`src/rtl/led_sequencer_pkg.sv`:
```
// led_seq_pkg: shared types and constants for the LED sequencer.
//   mode_t      - per-channel operating mode as written over the config port
//   code_st_t   - sub-state of a channel running a CODE sequence
//   GAP_MULT    - CODE inter-sequence gap length, in multiples of the period
package led_seq_pkg;

  typedef enum logic [1:0] {
    MODE_OFF   = 2'd0,
    MODE_ON    = 2'd1,
    MODE_BLINK = 2'd2,
    MODE_CODE  = 2'd3
  } mode_t;

  typedef enum logic [1:0] {
    S_FLASH_ON  = 2'd0,
    S_FLASH_OFF = 2'd1,
    S_GAP       = 2'd2
  } code_st_t;

  localparam int GAP_MULT = 4;

endpackage

```
`src/rtl/led_sequencer_if.sv`:
```
// led_sequencer_if: channel configuration write port (valid/ready).
//   cfg_valid  - write request from board control logic
//   cfg_ready  - sequencer can accept a write
//   cfg_ch     - target channel
//   cfg_mode   - 0=OFF 1=ON 2=BLINK 3=CODE
//   cfg_period - phase length in ticks (0 behaves as 1)
//   cfg_count  - flashes per CODE sequence
// master: control logic side; slave: sequencer side.
interface led_sequencer_if #(
  parameter int CHW = 2,
  parameter int PW  = 8,
  parameter int CW  = 4
);
  logic           cfg_valid;
  logic           cfg_ready;
  logic [CHW-1:0] cfg_ch;
  logic [1:0]     cfg_mode;
  logic [PW-1:0]  cfg_period;
  logic [CW-1:0]  cfg_count;

  modport master (
    output cfg_valid, cfg_ch, cfg_mode, cfg_period, cfg_count,
    input  cfg_ready
  );

  modport slave (
    input  cfg_valid, cfg_ch, cfg_mode, cfg_period, cfg_count,
    output cfg_ready
  );
endinterface

```
`src/rtl/led_sequencer_tick_gen.sv`:
```
// tick_gen: free-running prescaler producing a one-cycle tick every CDIV clocks.
//   clk    - system clock
//   n_rst  - synchronous active-low reset
//   tick   - registered pulse, first one CDIV cycles after reset release
module tick_gen #(
  parameter int CDIV = 50_000_000
) (
  input  logic clk,
  input  logic n_rst,
  output logic tick
);

  localparam int CNTW = (CDIV > 1) ? $clog2(CDIV) : 1;
  localparam logic [CNTW-1:0] LAST = CNTW'(CDIV - 1);

  logic [CNTW-1:0] cnt_q, cnt_d;
  logic            tick_q, tick_d;
  logic            wrap;

  assign wrap = (cnt_q == LAST);

  always_comb begin
    cnt_d  = wrap ? '0 : cnt_q + CNTW'(1);
    tick_d = wrap;
  end

  always_ff @(posedge clk) begin
    if (!n_rst) begin
      cnt_q  <= '0;
      tick_q <= 1'b0;
    end else begin
      cnt_q  <= cnt_d;
      tick_q <= tick_d;
    end
  end

  assign tick = tick_q;

endmodule

```
`src/rtl/led_sequencer.sv`:
```
// led_sequencer: multi-channel LED driver sharing one prescaler tick.
// Each channel runs OFF, ON, BLINK (Pe ticks on / Pe ticks off) or CODE
// (count flashes of Pe on / Pe off, then a GAP_MULT*Pe dark gap, repeating).
//   clk       - system clock
//   n_rst     - synchronous active-low reset
//   cfg       - configuration write port (slave side)
//   tick      - prescaler pulse, one cycle every CDIV clocks
//   seq_done  - per-channel pulse at the end of each CODE gap
//   led       - LED pins, lit XOR ACTIVE_LOW
module led_sequencer
  import led_seq_pkg::*;
#(
  parameter int CDIV       = 50_000_000,
  parameter int NCH        = 3,
  parameter int PW         = 8,
  parameter int CW         = 4,
  parameter int ACTIVE_LOW = 1
) (
  input  logic              clk,
  input  logic              n_rst,
  led_sequencer_if.slave    cfg,
  output logic              tick,
  output logic [NCH-1:0]    seq_done,
  output logic [NCH-1:0]    led
);

  localparam int CHW = (NCH > 1) ? $clog2(NCH) : 1;
  // Wide enough to hold GAP_MULT * (2^PW - 1) without overflow.
  localparam int PHW = PW + $clog2(GAP_MULT) + 1;
  localparam logic POL = (ACTIVE_LOW != 0);

  logic ready_q;
  logic acc;

  tick_gen #(.CDIV(CDIV)) u_tick_gen (
    .clk   (clk),
    .n_rst (n_rst),
    .tick  (tick)
  );

  always_ff @(posedge clk) begin
    if (!n_rst) ready_q <= 1'b0;
    else        ready_q <= 1'b1;
  end

  assign cfg.cfg_ready = ready_q;
  assign acc           = cfg.cfg_valid & ready_q;

  // Values shared by every channel for the write currently on the port.
  mode_t           new_mode;
  logic [PHW-1:0]  new_pe;
  logic            new_lit;

  assign new_mode = mode_t'(cfg.cfg_mode);
  assign new_pe   = (cfg.cfg_period == '0) ? PHW'(1) : PHW'(cfg.cfg_period);
  // CODE with zero flashes never lights, so it starts dark like OFF.
  assign new_lit  = (new_mode == MODE_ON) || (new_mode == MODE_BLINK) ||
                    ((new_mode == MODE_CODE) && (cfg.cfg_count != '0));

  for (genvar i = 0; i < NCH; i++) begin : g_ch
    mode_t          mode_q;
    code_st_t       st_q;
    logic [PHW-1:0] pe_q;
    logic [PHW-1:0] phase_q;
    logic [CW-1:0]  cnt_q;
    logic [CW-1:0]  flash_q;
    logic           lit_q;
    logic           done_q;

    logic           hit;
    logic           ph_end;
    logic           gap_end;
    logic [PHW-1:0] gap_last;

    // Writes to channel numbers >= NCH match no channel and are dropped.
    assign hit      = acc && (cfg.cfg_ch == CHW'(i));
    assign gap_last = PHW'(pe_q * PHW'(GAP_MULT)) - PHW'(1);
    assign ph_end   = (phase_q == pe_q - PHW'(1));
    assign gap_end  = (phase_q == gap_last);

    always_ff @(posedge clk) begin
      if (!n_rst) begin
        mode_q  <= MODE_OFF;
        st_q    <= S_FLASH_ON;
        pe_q    <= PHW'(1);
        phase_q <= '0;
        cnt_q   <= '0;
        flash_q <= '0;
        lit_q   <= 1'b0;
        done_q  <= 1'b0;
      end else begin
        done_q <= 1'b0;
        // A write to this channel takes priority over a coincident tick.
        if (hit) begin
          mode_q  <= new_mode;
          pe_q    <= new_pe;
          cnt_q   <= cfg.cfg_count;
          phase_q <= '0;
          flash_q <= '0;
          st_q    <= S_FLASH_ON;
          lit_q   <= new_lit;
        end else if (tick) begin
          case (mode_q)
            MODE_BLINK: begin
              if (ph_end) begin
                phase_q <= '0;
                lit_q   <= ~lit_q;
              end else begin
                phase_q <= phase_q + PHW'(1);
              end
            end
            MODE_CODE: begin
              if (cnt_q != '0) begin
                case (st_q)
                  S_FLASH_ON: begin
                    if (ph_end) begin
                      phase_q <= '0;
                      st_q    <= S_FLASH_OFF;
                      lit_q   <= 1'b0;
                    end else begin
                      phase_q <= phase_q + PHW'(1);
                    end
                  end
                  S_FLASH_OFF: begin
                    if (ph_end) begin
                      phase_q <= '0;
                      if (flash_q == cnt_q - CW'(1)) begin
                        st_q    <= S_GAP;
                        flash_q <= cnt_q;
                      end else begin
                        st_q    <= S_FLASH_ON;
                        flash_q <= flash_q + CW'(1);
                        lit_q   <= 1'b1;
                      end
                    end else begin
                      phase_q <= phase_q + PHW'(1);
                    end
                  end
                  S_GAP: begin
                    if (gap_end) begin
                      phase_q <= '0;
                      flash_q <= '0;
                      st_q    <= S_FLASH_ON;
                      lit_q   <= 1'b1;
                      done_q  <= 1'b1;
                    end else begin
                      phase_q <= phase_q + PHW'(1);
                    end
                  end
                  default: st_q <= S_FLASH_ON;
                endcase
              end
            end
            default: ;
          endcase
        end
      end
    end

    assign led[i]      = lit_q ^ POL;
    assign seq_done[i] = done_q;
  end

endmodule

```
`src/flat_wrapper.sv`:
```
// flat-port wrapper written by rule: the top's interface ports become plain ports
module led_sequencer_flat import led_seq_pkg::*;
#(
  parameter int CDIV       = 50_000_000,
  parameter int NCH        = 3,
  parameter int PW         = 8,
  parameter int CW         = 4,
  parameter int ACTIVE_LOW = 1
)
  (clk, n_rst, tick, seq_done, led, cfg_cfg_valid, cfg_cfg_ch, cfg_cfg_mode, cfg_cfg_period, cfg_cfg_count, cfg_cfg_ready);
  led_sequencer_if #(.CHW(2), .PW(PW), .CW(CW)) cfg_i ();
  input  logic clk;
  input  logic n_rst;
  output logic tick;
  output logic [NCH-1:0] seq_done;
  output logic [NCH-1:0] led;
  input wire logic [$bits(cfg_i.cfg_valid)-1:0] cfg_cfg_valid;
  input wire logic [$bits(cfg_i.cfg_ch)-1:0] cfg_cfg_ch;
  input wire logic [$bits(cfg_i.cfg_mode)-1:0] cfg_cfg_mode;
  input wire logic [$bits(cfg_i.cfg_period)-1:0] cfg_cfg_period;
  input wire logic [$bits(cfg_i.cfg_count)-1:0] cfg_cfg_count;
  output wire logic [$bits(cfg_i.cfg_ready)-1:0] cfg_cfg_ready;
  assign cfg_i.cfg_valid = cfg_cfg_valid;
  assign cfg_i.cfg_ch = cfg_cfg_ch;
  assign cfg_i.cfg_mode = cfg_cfg_mode;
  assign cfg_i.cfg_period = cfg_cfg_period;
  assign cfg_i.cfg_count = cfg_cfg_count;
  assign cfg_cfg_ready = cfg_i.cfg_ready;
  led_sequencer #(.CDIV(CDIV), .NCH(NCH), .PW(PW), .CW(CW), .ACTIVE_LOW(ACTIVE_LOW)) u_core (.clk(clk), .n_rst(n_rst), .cfg(cfg_i), .tick(tick), .seq_done(seq_done), .led(led));
endmodule
```
`config.mk`:
```
export PLATFORM = sky130hd
export DESIGN_NAME = led_sequencer_flat
export DESIGN_NICKNAME = d
export VERILOG_FILES = /design/src/rtl/led_sequencer_pkg.sv /design/src/rtl/led_sequencer_if.sv /design/src/rtl/led_sequencer_tick_gen.sv /design/src/rtl/led_sequencer.sv /design/src/flat_wrapper.sv
export SDC_FILE = /design/constraint.sdc
export NUM_CORES = 1
export LEC_CHECK = 0
export CAP_MARGIN = 20
export CORE_MARGIN = 3
export CORE_UTILIZATION = 50
export DETAILED_ROUTE_END_ITERATION = 10
export PLACE_DENSITY_LB_ADDON = 0.12
export SLEW_MARGIN = 20
export SYNTH_ARGS = -nofsm -noshare
export SYNTH_HDL_FRONTEND = slang
export SYNTH_HIERARCHICAL = 1
export SYNTH_SLANG_ARGS = --single-unit
export TNS_END_PERCENT = 20
```
`constraint.sdc`:
```
create_clock -name clk -period 3.6 [get_ports clk]
set_input_delay 1.08 -clock clk [delete_from_list [all_inputs] [get_ports clk]]
set_output_delay 1.08 -clock clk [all_outputs]
set_load 0.1 [all_outputs]
```
== Word level (Yosys, flattened, before mapping) ==
Cells that the tools add are included.
Word-level totals
  flip-flop bits (word level): 136
  output and inout port bits: 8
  word-level logic and storage cells: 247
Operators by class
  $add $sub $neg: 16
  equal/unequal tests: 63
  muxes and demuxes: 77
  bitwise logic cells: 15
  reduce and logical (&&, ||, !) cells: 49
Operators by type and width (number)
  $pmux 11 s2: 6
  $mux 11: 9
  $eq 11x11->1: 6
  $sub 11x1->11 const B: 6
  $mux 4: 9
  $ne 4x2->1 const B: 9
  $reduce_and 6->1: 6
  $add 11x1->11 const B: 3
  $mux 1: 28
  $reduce_and 9->1: 3
  $add 26x1->26 const B: 1
  $eq 26x26->1 const B: 1
  $eq 2x2->1 const B: 12
  $mux 2: 12
  $ne 2x1->1 const B: 12
  $pmux 4 s2: 3
  $ne 3x1->1 const B: 6
  $pmux 2 s3: 3
  $reduce_bool 2->1: 9
  $reduce_or 6->1: 3
  $reduce_bool 4->1: 4
  $ne 5x3->1 const B: 3
  $not 1->1: 14
  $reduce_or 2->1: 7
  16 further kinds: 45

== Logic depth before layout (Yosys ltp) ==
  word-level depth: 9
  depth in mapped cells: 12

== Cells and area by module ==
Netlist, hierarchy kept.
Modules (own cells, without submodules)
  led_sequencer: instances 1, cells an instance 924, area an instance 7183.1 µm², seq. area each 2001.9 µm²
  tick_gen: instances 1, cells an instance 142, area an instance 1272.5 µm², seq. area each 540.5 µm²

== Worst setup path after synthesis ==
Ideal clock, no wire load.
  path type: register -> register
  start point: register u_core.g_ch[0].pe_q[0]
  end point: register u_core.g_ch[0].lit_q
  arrival time: 2849 ps
  data required time: 3484 ps
  path slack: 635 ps
  cell stages (with the launch flop): 12
  path buffers: 2
  clock period less this slack: 2965 ps
  cells stage by stage: dfxtp_1 > clkbuf_1 > inv_1 > ha_1 > buf_2 > nor3b_2 > nand4_1 > a21boi_0 > nor4_4 > a31oi_4 > or4_1 > a31o_1
Between the ends
  longest elaborated chain between the ends: 4
Ends and longest elaborated chain
  start, declared: RTL line led_sequencer.sv:63  | logic [PHW-1:0] pe_q;
  start signal, assigned: RTL line led_sequencer.sv:96  | pe_q <= new_pe;
  $sub 11x1->11, on equally long branches: RTL line led_sequencer.sv:77, led_sequencer.sv:78
  $eq 11x11->1, on equally long branches: RTL line led_sequencer.sv:79, led_sequencer.sv:78
  $ne 4x2->1 (no line) / $ne 3x1->1 (equally long branches)
  $reduce_and 9->1 (no line) *
  end signal, assigned: RTL line led_sequencer.sv:101  | lit_q <= new_lit;
  end signal, assigned: RTL line led_sequencer.sv:107  | lit_q <= ~lit_q;
  end, declared: RTL line led_sequencer.sv:67  | logic lit_q;
Mark *: on every way between the ends. The rest lies on a longest branch, timed or not.
A chain may end at the register's enable or synchronous reset.

== Worst setup path after layout ==
Ends and elaborated chain as after synthesis.

==> results.sh <==
export IMPL_status="complete, no violations"
export IMPL_dr_total_vias=7499
export IMPL_clk_latency_ns=0.42
export IMPL_fillerInstances=1514
export IMPL_hpwl_um=14600
export IMPL_wl_per_cell_um=15.7
export IMPL_drt_first_iter_violations=442
export IMPL_synth_cell_type_count=83
export IMPL_clock_skew_ns=0.00923
export IMPL_vias_per_cell=5.80
export IMPL_vdd_ir_drop_max_mv=0.332
export IMPL_power_density_nw_per_um2=373
export IMPL_path_cells="inv_1, ha_1, nor3b_2, nand4_1, a21boi_0, nor4_4, a31oi_4, or4_1, a31o_1"
export IMPL_fmax_ghz=0.312
export IMPL_p_clk_share_pct=49.9
export IMPL_path_clk_slew_ns=0.06
export IMPL_synth_top_cell_by_area="dfxtp_1"
export IMPL_syn_inst=1066
export IMPL_ys_seq_area_share_pct=30.1
export IMPL_cp_end_kind="flop"
export IMPL_maxSlewHeadroom_pct=33.1
export IMPL_post_route_util_pct=58.0
export IMPL_slew_violations=0
export IMPL_cp_required_ns=3.91
export IMPL_cts_made_buffers=17
export IMPL_grt_util_all_layers_pct=22.4
export IMPL_hp_class="flop to flop"
export IMPL_placementRows=46
export IMPL_h_tree_depth=4
export IMPL_layout_common_cells="nand2_1, dfxtp_1, xnor2_1"
export IMPL_ctsResizeCount=0
export IMPL_syn_avg_cell_area_um2=7.93
export IMPL_clockBufferDepth=2
export IMPL_yosysWarnings=6
export IMPL_synthArstFlopShare_pct=0
export IMPL_comb_power_share_pct=8.9
export IMPL_drtAntennaViolNets=0
export IMPL_drc=0
export IMPL_grt_max_degree=26
export IMPL_crit_type="flop to flop"
export IMPL_finalHoldViolations=0
export IMPL_grt_overflow=0
export IMPL_grt_pass1_vias=6767
export IMPL_synth_top_family_by_area="simple AND/OR/NAND/NOR gates"
export IMPL_critPathLaunchType="flop"
export IMPL_gp_congestion=0.950
export IMPL_synthSimpleGateAreaFrac_pct=28.9
export IMPL_post_cts_setup_buffer_count=0
export IMPL_dpl_cell_area_um2=8810
export IMPL_total_leakage_power_nw=3.20
export IMPL_synth_xor_area_share_pct=11.9
export IMPL_rsz0062_at_grt="false"
export IMPL_crit_slowest_cell="or4_1"
export IMPL_synth_ff_type="dfxtp_1"
export IMPL_synthesis_nets=1111
export IMPL_fin_setup_tns_ns=0
export IMPL_crit_path_max_incr_delay_ns=0.54
export IMPL_core_area_um2=16200
export IMPL_synth_compound_area_share_pct=18.6
export IMPL_start_util_pct=52.1
export IMPL_finalCritPeriodShare_pct=89.1
export IMPL_synth_edf_count=0
export IMPL_seqCellArea_um2=2540
export IMPL_crit_arrival_ns=3.52
export IMPL_post_route_cell_area_um2=9410
export IMPL_min_period_ns=3.21
export IMPL_yosys_area_top_type_share_pct=30.1
export IMPL_grt_pass1_wl_um=33800
export IMPL_ios=27
export IMPL_tightest_slew_ns=1.00
export IMPL_switching_power_mw=0.864
export IMPL_drive_gt1_share_pct=8.27
export IMPL_syn_area_um2=8460
export IMPL_antenna_found_initial=0
export IMPL_synth_seq_cells=127
export IMPL_maxCapViolCount=0
export IMPL_antennaDiodeCount=0
export IMPL_cts_tree="yes"
export IMPL_multi_input_area_um2=5430
export IMPL_first_pass_iters=4
export IMPL_sw_frac_of_total_pct=24.6
export IMPL_final_common_cell="nand2_1"
export IMPL_fp_dieW_um=136
export IMPL_synth_fa_ha_area_share_pct=3.85
export IMPL_synthTopCellsByArea="dfxtp_1, xnor2_1, nand2_1"
export IMPL_fp_dieArea_um2=18500
export IMPL_root_buffer="clkbuf_16"
export IMPL_synthMuxAreaShare_pct=0.962
export IMPL_io_buffers=26
export IMPL_fin_nets=1108
export IMPL_path_max_fanout=9
export IMPL_syn2layout_area_growth_pct=11.3
export IMPL_power_internal_mw=2.64
export IMPL_p_seq_share_pct=41.2
export IMPL_cts_num_sinks=127
export IMPL_die_h_um=136
export IMPL_hold_buffers=0
export IMPL_setup_viol=0
export IMPL_routed_wl_um=20300
flip-flops by register name, indices dropped and copies added, names as in the netlist:
name                     flops
u_core/g_ch.lit_q            3
u_core/g_ch.phase_q         33
u_core/u_tick_gen/cnt_q     26
u_core/u_tick_gen/tick       1
u_core/g_ch.pe_q            24
u_core/g_ch.st_q             6
u_core/g_ch.flash_q         12
u_core/g_ch.done_q           3
u_core/g_ch.cnt_q           12
u_core/cfg.cfg_ready         1
u_core/g_ch.mode_q           6
critical path, delay by kind of cell, from the launching register on:
kind / cells / cell delay (ns)
simple gates: 4 / 1.76
compound gates: 3 / 0.57
flops: 1 / 0.37
fa+ha+maj: 1 / 0.31
buf+inv: 1 / 0.09
cells in the mapped netlist (all sizes together), types with 24 or more instances:
| cell type | instances |
|---|---|
| nand3 | 42 |
| nand4 | 32 |
| nor3 | 67 |
| and3 | 24 |
| inv | 46 |
| nor2 | 62 |
| xor2 | 36 |
| a21oi | 31 |
| o21ai | 31 |
| dfxtp | 127 |
| clkbuf | 49 |
| ha | 26 |
| nand2 | 138 |
| a21boi | 44 |
| xnor2 | 71 |
power groups by stage:
stage / Sequential, mW / Combinational, mW / Clock, mW
2_1_floorplan: 1.47 / 0.226 / 0
3_3_place_gp: 1.47 / 0.310 / 0
3_5_place_dp: 1.47 / 0.310 / 0
4_1_cts: 1.44 / 0.312 / 1.77
5_1_grt: 1.45 / 0.343 / 1.85
6_report: 1.44 / 0.313 / 1.75
metal layers:
layer | share of wire, % | track usage [%] | vias up
li1 | - | - | 3822
met1 | 49 | 31.2 | 3513
met2 | 45 | 35.4 | 147
met3 | 4.2 | 4.44 | 17
met4 | 1.1 | 5.82 | 0
met5 | 0 | 0 | -
stage by stage:
step                      setup WS [ns]  std cells  hold WS (ns)  power, mW
after global routing              0.135       1292         0.499       3.64
final                             0.394       1292         0.462       3.51
after detailed placement          0.456       1260         0.460       1.79
after CTS                         0.416       1292         0.473       3.53
after global placement            0.545       1260         0.441       1.78
after floorplan                   0.635       1066         0.426       1.69
cell families after synthesis:
family | Yosys count
flops | 127
buf+inv | 116
xor+xnor | 110
mux | 8
simple gates | 466
compound gates | 213
fa+ha+maj | 26
layout make-up:
class | instances | share of cell area, %
tap | 216 | 2.87
clock inverter | 8 | 1.10
inverter | 46 | 1.83
timing repair buffer | 48 | 4.25
multi-input combinational | 823 | 57.7
sequential | 127 | 27.0
clock buffer | 24 | 5.23
worst paths after layout:
check | start | end | slack [ns] | depth (start not counted)
max | u_core/g_ch[0].pe_q[0] | u_core/g_ch[0].lit_q | 0.39 | 9
max reg2reg | u_core/g_ch[0].pe_q[0] | u_core/g_ch[0].lit_q | 0.39 | 9
min | u_core/u_tick_gen/cnt_q[0] | u_core/u_tick_gen/cnt_q[0] | 0.46 | 1
min reg2reg | u_core/u_tick_gen/cnt_q[0] | u_core/u_tick_gen/cnt_q[0] | 0.46 | 1
(Power assumes the default switching activity.)
